<file path="config.mk">
export PLATFORM = sky130hd
export DESIGN_NAME = read_word
export DESIGN_NICKNAME = d
export VERILOG_FILES = /design/src/rtl/read_word.sv
export SDC_FILE = /design/constraint.sdc
export NUM_CORES = 1
export LEC_CHECK = 0
export BUFFER_PORTS_ARGS = -buffer_cell sky130_fd_sc_hd__buf_2
export CORE_AREA = 2 2 423 425
export CTS_CLUSTER_SIZE = 25
export DETAILED_ROUTE_END_ITERATION = 16
export DIE_AREA = 0 0 425 427
export PLACE_DENSITY = 0.41
export SYNTH_ARGS = -nofsm -noshare
export SYNTH_HDL_FRONTEND = slang
export SYNTH_SLANG_ARGS = --single-unit
</file>
<file path="constraint.sdc">
create_clock -name clk -period 149.4 [get_ports clk]
set_input_delay 7.47 -clock clk [delete_from_list [all_inputs] [get_ports clk]]
set_output_delay 7.47 -clock clk [all_outputs]
set_load 0.1 [all_outputs]
</file>
<file path="src/rtl/read_word.sv">
// read_word
//   Fetches one TGT_BITS word out of a DRAM-style row held in block RAM. This
//   is the read-side partner of the row-patch writer. A (row, word) request is
//   accepted in IDLE. The row is fetched over the BRAM read port, the word is
//   selected, and wordOut/wordValid are held until the consumer acks. The
//   block never writes the BRAM.
//
//   Optional feature: define READ_WORD_CACHE_EN to keep the last fetched row.
//   A request to that same row then skips the BRAM fetch and goes straight to
//   the word-select step. The cached row is invalidated only by reset.
//
// Ports
//   clk, rst_n        clock; synchronous active-low reset
//   rdGo / rdRdy      request valid / ready (ready only in IDLE)
//   rowAdr, wdAdr     row address and word index, sampled on accept
//   bramAdr, bramRd   BRAM read address and one-cycle read strobe
//   bramRow           BRAM read data, BRAM_LATENCY cycles after bramRd
//   wordOut           selected word (0 on error)
//   wordValid         wordOut/rdErr valid, held until wordAck
//   wordAck           consumer accepts the word
//   rdErr             request had wdAdr >= WORDS_PER_ROW
module read_word #(
    parameter int ROW_BITS      = 1024,
    parameter int TGT_BITS      = 32,
    parameter int WORDS_PER_ROW = 32,
    parameter int BRAM_ADR_BITS = 5,
    parameter int ROW_ADR_BITS  = 10,
    parameter int BRAM_LATENCY  = 1
) (
    input  logic                     clk,
    input  logic                     rst_n,
    input  logic                     rdGo,
    output logic                     rdRdy,
    input  logic [ROW_ADR_BITS-1:0]  rowAdr,
    input  logic [BRAM_ADR_BITS-1:0] wdAdr,
    output logic [ROW_ADR_BITS-1:0]  bramAdr,
    output logic                     bramRd,
    input  logic [ROW_BITS-1:0]      bramRow,
    output logic [TGT_BITS-1:0]      wordOut,
    output logic                     wordValid,
    input  logic                     wordAck,
    output logic                     rdErr
);

    localparam int CNT_BITS = (BRAM_LATENCY > 1) ? $clog2(BRAM_LATENCY) : 1;
    localparam logic [CNT_BITS-1:0] WAIT_LAST = CNT_BITS'(BRAM_LATENCY - 1);

    typedef enum logic [2:0] {
        S_IDLE, S_ISSUE, S_WAIT, S_EXTRACT, S_DONE
    } state_t;

    state_t                   state;
    logic [BRAM_ADR_BITS-1:0] wd_lat;
    logic [ROW_BITS-1:0]      row_reg;
    logic [CNT_BITS-1:0]      wait_cnt;

    logic accept;
    logic wd_bad;
    logic capture;
    logic cache_hit;

    // rdRdy is a registered copy of (state == IDLE), so accept is only
    // possible in IDLE and rdGo elsewhere is simply dropped.
    assign accept  = rdGo & rdRdy;
    // Widen before comparing so the check stays meaningful when
    // BRAM_ADR_BITS can address more words than a row holds.
    assign wd_bad  = 32'(wdAdr) >= 32'(WORDS_PER_ROW);
    // Last WAIT cycle: bramRow carries the requested row.
    assign capture = (state == S_WAIT) && (wait_cnt == WAIT_LAST);

`ifdef READ_WORD_CACHE_EN
    logic                    cache_vld;
    logic [ROW_ADR_BITS-1:0] cache_row;

    assign cache_hit = cache_vld && (rowAdr == cache_row);

    // bramAdr still holds the issued row while the fetch completes.
    always_ff @(posedge clk) begin
        if (!rst_n) begin
            cache_vld <= 1'b0;
            cache_row <= '0;
        end else if (capture) begin
            cache_vld <= 1'b1;
            cache_row <= bramAdr;
        end
    end
`else
    assign cache_hit = 1'b0;
`endif

    always_ff @(posedge clk) begin
        if (!rst_n) begin
            state     <= S_IDLE;
            rdRdy     <= 1'b1;
            bramRd    <= 1'b0;
            bramAdr   <= '0;
            wordOut   <= '0;
            wordValid <= 1'b0;
            rdErr     <= 1'b0;
            wd_lat    <= '0;
            wait_cnt  <= '0;
        end else begin
            // Strobe is a single-cycle pulse; only the accept path raises it.
            bramRd <= 1'b0;
            case (state)
                S_IDLE: begin
                    if (accept) begin
                        wd_lat <= wdAdr;
                        rdRdy  <= 1'b0;
                        if (wd_bad) begin
                            state     <= S_DONE;
                            wordOut   <= '0;
                            rdErr     <= 1'b1;
                            wordValid <= 1'b1;
                        end else if (cache_hit) begin
                            state <= S_EXTRACT;
                        end else begin
                            state   <= S_ISSUE;
                            bramRd  <= 1'b1;
                            bramAdr <= rowAdr;
                        end
                    end
                end
                S_ISSUE: begin
                    state    <= S_WAIT;
                    wait_cnt <= '0;
                end
                S_WAIT: begin
                    if (capture) begin
                        row_reg <= bramRow;
                        state   <= S_EXTRACT;
                    end else begin
                        wait_cnt <= wait_cnt + 1'b1;
                    end
                end
                S_EXTRACT: begin
                    wordOut   <= row_reg[int'(wd_lat)*TGT_BITS +: TGT_BITS];
                    rdErr     <= 1'b0;
                    wordValid <= 1'b1;
                    state     <= S_DONE;
                end
                S_DONE: begin
                    if (wordAck) begin
                        wordValid <= 1'b0;
                        rdErr     <= 1'b0;
                        rdRdy     <= 1'b1;
                        state     <= S_IDLE;
                    end
                end
                default: begin
                    state <= S_IDLE;
                    rdRdy <= 1'b1;
                end
            endcase
        end
    end

endmodule

</file>
; ---- Yosys cells after proc, flatten, opt, wreduce, memory -nomap -nowiden
; Index checks and enable logic that the tools add are counted.
[totals]
out_inout_bits = 46
input_bits = 1043
register_bits = 1079
elab_cells = 48
[classes]
n_reduce_logical = 12
add_sub_neg = 1
eq_ne = 8
bitwise_logic = 3
shifts = 1
n_mux = 13
[ops]
columns = op, n
row1 = $shiftx A1024 B11 Y32, 1
row2 = $pmux W3 S5, 1
row3 = $mux W3, 3
row4 = $reduce_and A3 Y1, 3
row5 = $ne A2 B2 Y1 const B, 4
row6 = $reduce_and A2 Y1, 4
row7 = $eq A3 B2 Y1 const B, 2
row8 = $pmux W1 S2, 3
row9 = $mux W1, 5
row10 = $reduce_bool A2 Y1, 2
row11 = $eq A3 B1 Y1 const B, 1
row12 = $eq A3 B3 Y1 const B, 1
row13 = $logic_not A3 Y1, 1
row14 = $pmux W1 S3, 1
row15 = $reduce_or A3 Y1, 1
row16 = $not A1 Y1, 2
row17 = $add A1 B1 Y1 const B, 1
row18 = $and A1 B1 Y1, 1
row19 = $logic_and A1 B1 Y1, 1

; ---- Depth between registers and ports, before layout
[logic_depth]
word_depth = 4
depth_mapped = 8
ltp_nobuf = 5

; ---- Worst setup path after synthesis
; OpenSTA, ideal clock, no wires.
[synth_path]
path_type = in2reg
startpoint = in rst_n
endpoint = reg row_reg[0], enable pin
required_ps = 144119
cell_stages = 2
path_buffers = 0
path_slack_ps = 33254
setup_ps = 5281
arrival_ps = 110865
path_cell_list = nand2b_1 nor4b_1
[synth_via]
elab_chain_cells = 1
[synth_rtl]
columns = element, line
row1 = from (decl), 31  ; input logic rst_n,
row2 = $reduce_and A3 Y1 (no line), -
row3 = to (signal assigned), 130  ; row_reg <= bramRow;
row4 = to (decl), 54  ; logic [ROW_BITS-1:0] row_reg;
; Every way passes these cells.
; A chain may end at the register's enable or synchronous reset.

; ---- Final worst setup path
[layout_path]
startpoint = in rst_n
endpoint = reg row_reg[657], enable pin
; Same word-level chain as after synthesis.

==> impl_results.md <==
- Drt first pass iters: 5
- F_max: between 80 and 90 MHz
- Clock power share: between 40% and 50%
- Setup TNS: 0 ns
- GR Util met1: 21.61%
- Status: complete, no violations
- Crit-path cells: buf_2 > nand2b_1 > nor4b_2 > buf_12 > buf_4 > buf_4 > buf_4 > buf_4
- Period utilisation layout: just under 8%
- Mapped Nets: ~3300
- Final WL: 167.7 mm
- Final Cell Area: around 54000 um^2
- First-pass GRT wire length: 217.8 mm
- Clk_lat worst skew: around 0.8 ns
- Clock sinks: about 1100
- GR Util All Layers: approximately 18%
- Iter 0 DRT Violations: 2084
- Die area: about 180000 um^2
- Number of max-cap violations: 0
- #FFs+latches synth: 1078
- Cells after Synth: about 2300
- Leakage: approximately 19 nW
- Worst slew margin: a little over a fifth
- Synth cell types: 33
- Critical-path top delay cell: buf_4
- Setup Crit Path Kind: input pin to flop
- Non-filler instance count after layout: 5913
- Total power: 0.0007452 W
- Worst slew pin tran: about 1.2 ns
- Commonest cells after routing, fill and taps aside: buf_2, edfxtp_1, mux2i_1, a22oi_1, a21oi_1
- Post-synthesis sequential area ratio: 76.96%
- Worst-path clk slew: ~0.060 ns
- CP Capture Type: flop
- Via count of the first global-routing pass: about 26000
- Max incr delay on CP: about 0.99 ns
- Commonest non-fill, non-tap cell in the layout: buf_2
- Post-route antenna net violation count: 0
- Root Buffer: clkbuf_16
- Die H: 427 um
- CP Launch Type: input pin
- Level count of the clock H-tree: 4
- Hold Vio Cnt, Final: 0
- PortBufs: ~1100
- DRC viols: 0
- Main synth FF type: edfxtp_1
- CTS Hold Bufs: 0
- Min Tclk post-route: 11.81 ns
- I/O pin cnt: between 1000 and 1500
- Routed len/inst: between 20 and 30 um
- Worst Hold Class: flop to flop
- Clock Path Buffers: 3
- Nets: approximately 4500
- Fin. max-slew vios: 0
- TritonCTS buffer count: 133
- CP required: around 150 ns
- Placed Area: 49300 um^2
- Critical Path AT: ~12 ns
- Rows: 155
- Synth Area per Inst: between 15 and 20 um^2
- Final setup fails: 0
- Post-CTS Setup Inserts: 0
- Grt ovf: 0
- RSZ-0062 raised after global routing: false
- Initial antenna violation count: around 170
- CTS tree: yes
- Post-Synthesis Cell Area: a little over 40000 um^2
- Async SR Flop Fraction: 0%
- Vias: ~26000
- Chip Width: 425 um
- Sequential share of power: 47.8%
- Sw frac: between 20 and 30%
- Syn. warnings: 0
- GR met2 Demand/Resource: slightly below 30%
- Area Growth Syn to Fin: 29.37%
- Combinational power share: approximately a tenth
- Largest net degree at the start of global routing: about 180
- Number of flip-flops in the largest register: 1024
- Core area: between 150000 and 200000 um^2
- Placed cell count: around 5600
- Proportion of layout cells with a drive suffix above 1: a little under two fifths
- Pint: approximately 0.00055 W
- Post-CTS resize count: 0
- Max FO, Critical Path: about 180
- Setup Skew: around 0.034 ns
- Initial core utilization: around a quarter
- GPL Wtd Cong: ~0.8
- Pwr per Cell Area: 13.93 nW/um^2
- P_sw: 0.0001923 W
- Number of flops mapped to enable cells by yosys: a little over 1000
- Most Crowded Layer GR: met2
- Critical path's most frequent cell: buf_4
- Peak supply drop: 0.00001031 V
- Vias per inst: 4.389
- Dpl hpwl: around 120 mm
- Met3 GRT Util: ~5.7%
-- layer usage --
layer,vias up,part of all wire [%]
li1,11540,-
met2,1063,49
met5,-,0.34
met4,94,2.5
met1,12850,41
met3,407,7.2
-- through the flow --
step                worst slack (ns)  utilization, %  hold WS, ns
detailed placement            136.83           27.82       0.4474
global placement              136.85           27.82       0.4495
CTS                           137.72           30.13       0.4554
global route                  137.33           30.18       0.4759
floorplan                      33.25               -       0.4408
finish                        137.59           30.19       0.4541
-- critical path: cells and delay by family --
| kind | cells | cell delay (ns) |
|---|---|---|
| buf+inv | 6 | 3.90 |
| simple gates | 2 | 0.43 |
-- kinds of logic (layout without fill, tap and decap cells) --
| family | after synthesis | count (layout) | share of synthesized area (%) |
|---|---|---|---|
| DFF | 1078 | 1078 | 76.96 |
| xor gates and xnor gates | 1 | 1 | 0.02118 |
| and+or+nand+nor | 85 | 85 | 1.180 |
| muxes | 512 | 512 | 12.39 |
| AOI/OAI and AO/OA | 471 | 471 | 7.372 |
| buffers and inverters | 145 | 1369 | 2.069 |
| other | 1 | 42 | 0.009067 |
-- final timing paths --
check,end,slack (ns),start,cells after the start
worst max-delay path,row_reg[657],137.59,rst_n,8
worst max register to register,wordOut[14],143.77,wd_lat[0],9
worst min-delay path,bramAdr[4],0.45,bramAdr[4],2
worst min register to register,bramAdr[4],0.45,bramAdr[4],2
-- power groups by stage --
stage	clock [W]	combinational, W	sequential (W)
floorplan	0	0.0000403	0.000432
global placement	0	0.0000810	0.000362
global route	0.000331	0.0000860	0.000357
detailed placement	0	0.0000814	0.000362
finish	0.000310	0.0000797	0.000356
CTS	0.000320	0.0000816	0.000356
-- synthesized netlist by cell type (2+ instances only) --
master	instances	share of area (%)
edfxtp_1	1024	74
and2_1	3	0.045
nand2_1	33	0.30
a21boi_1	10	0.18
or4_1	32	0.58
nor2b_1	3	0.045
o21ai_1	7	0.085
clkbuf_1	83	0.75
o21ai_0	27	0.33
clkbuf_4	3	0.054
nand2b_1	3	0.045
a21oi_1	162	2.0
a21boi_0	5	0.091
nor2_1	4	0.036
buf_4	31	0.56
buf_2	2	0.024
buf_6	22	0.60
dfxtp_1	54	2.6
nor4b_1	3	0.064
buf_1	3	0.027
mux2i_1	512	12
a22oi_1	256	4.6
-- layout make-up --
cell class / count / area (um^2)
Antenna cell: 41 / 102.6
Clock buffer: 169 / 3493
Clock inverter: 73 / 609.3
Fill cell: 17950 / 123700
Multi-Input combinational cell: 1070 / 8721
Sequential cell: 1078 / 31830
Tap cell: 2355 / 2947
Timing Repair Buffer: 1127 / 5803
No activity file was read; power rests on OpenSTA's default activity.
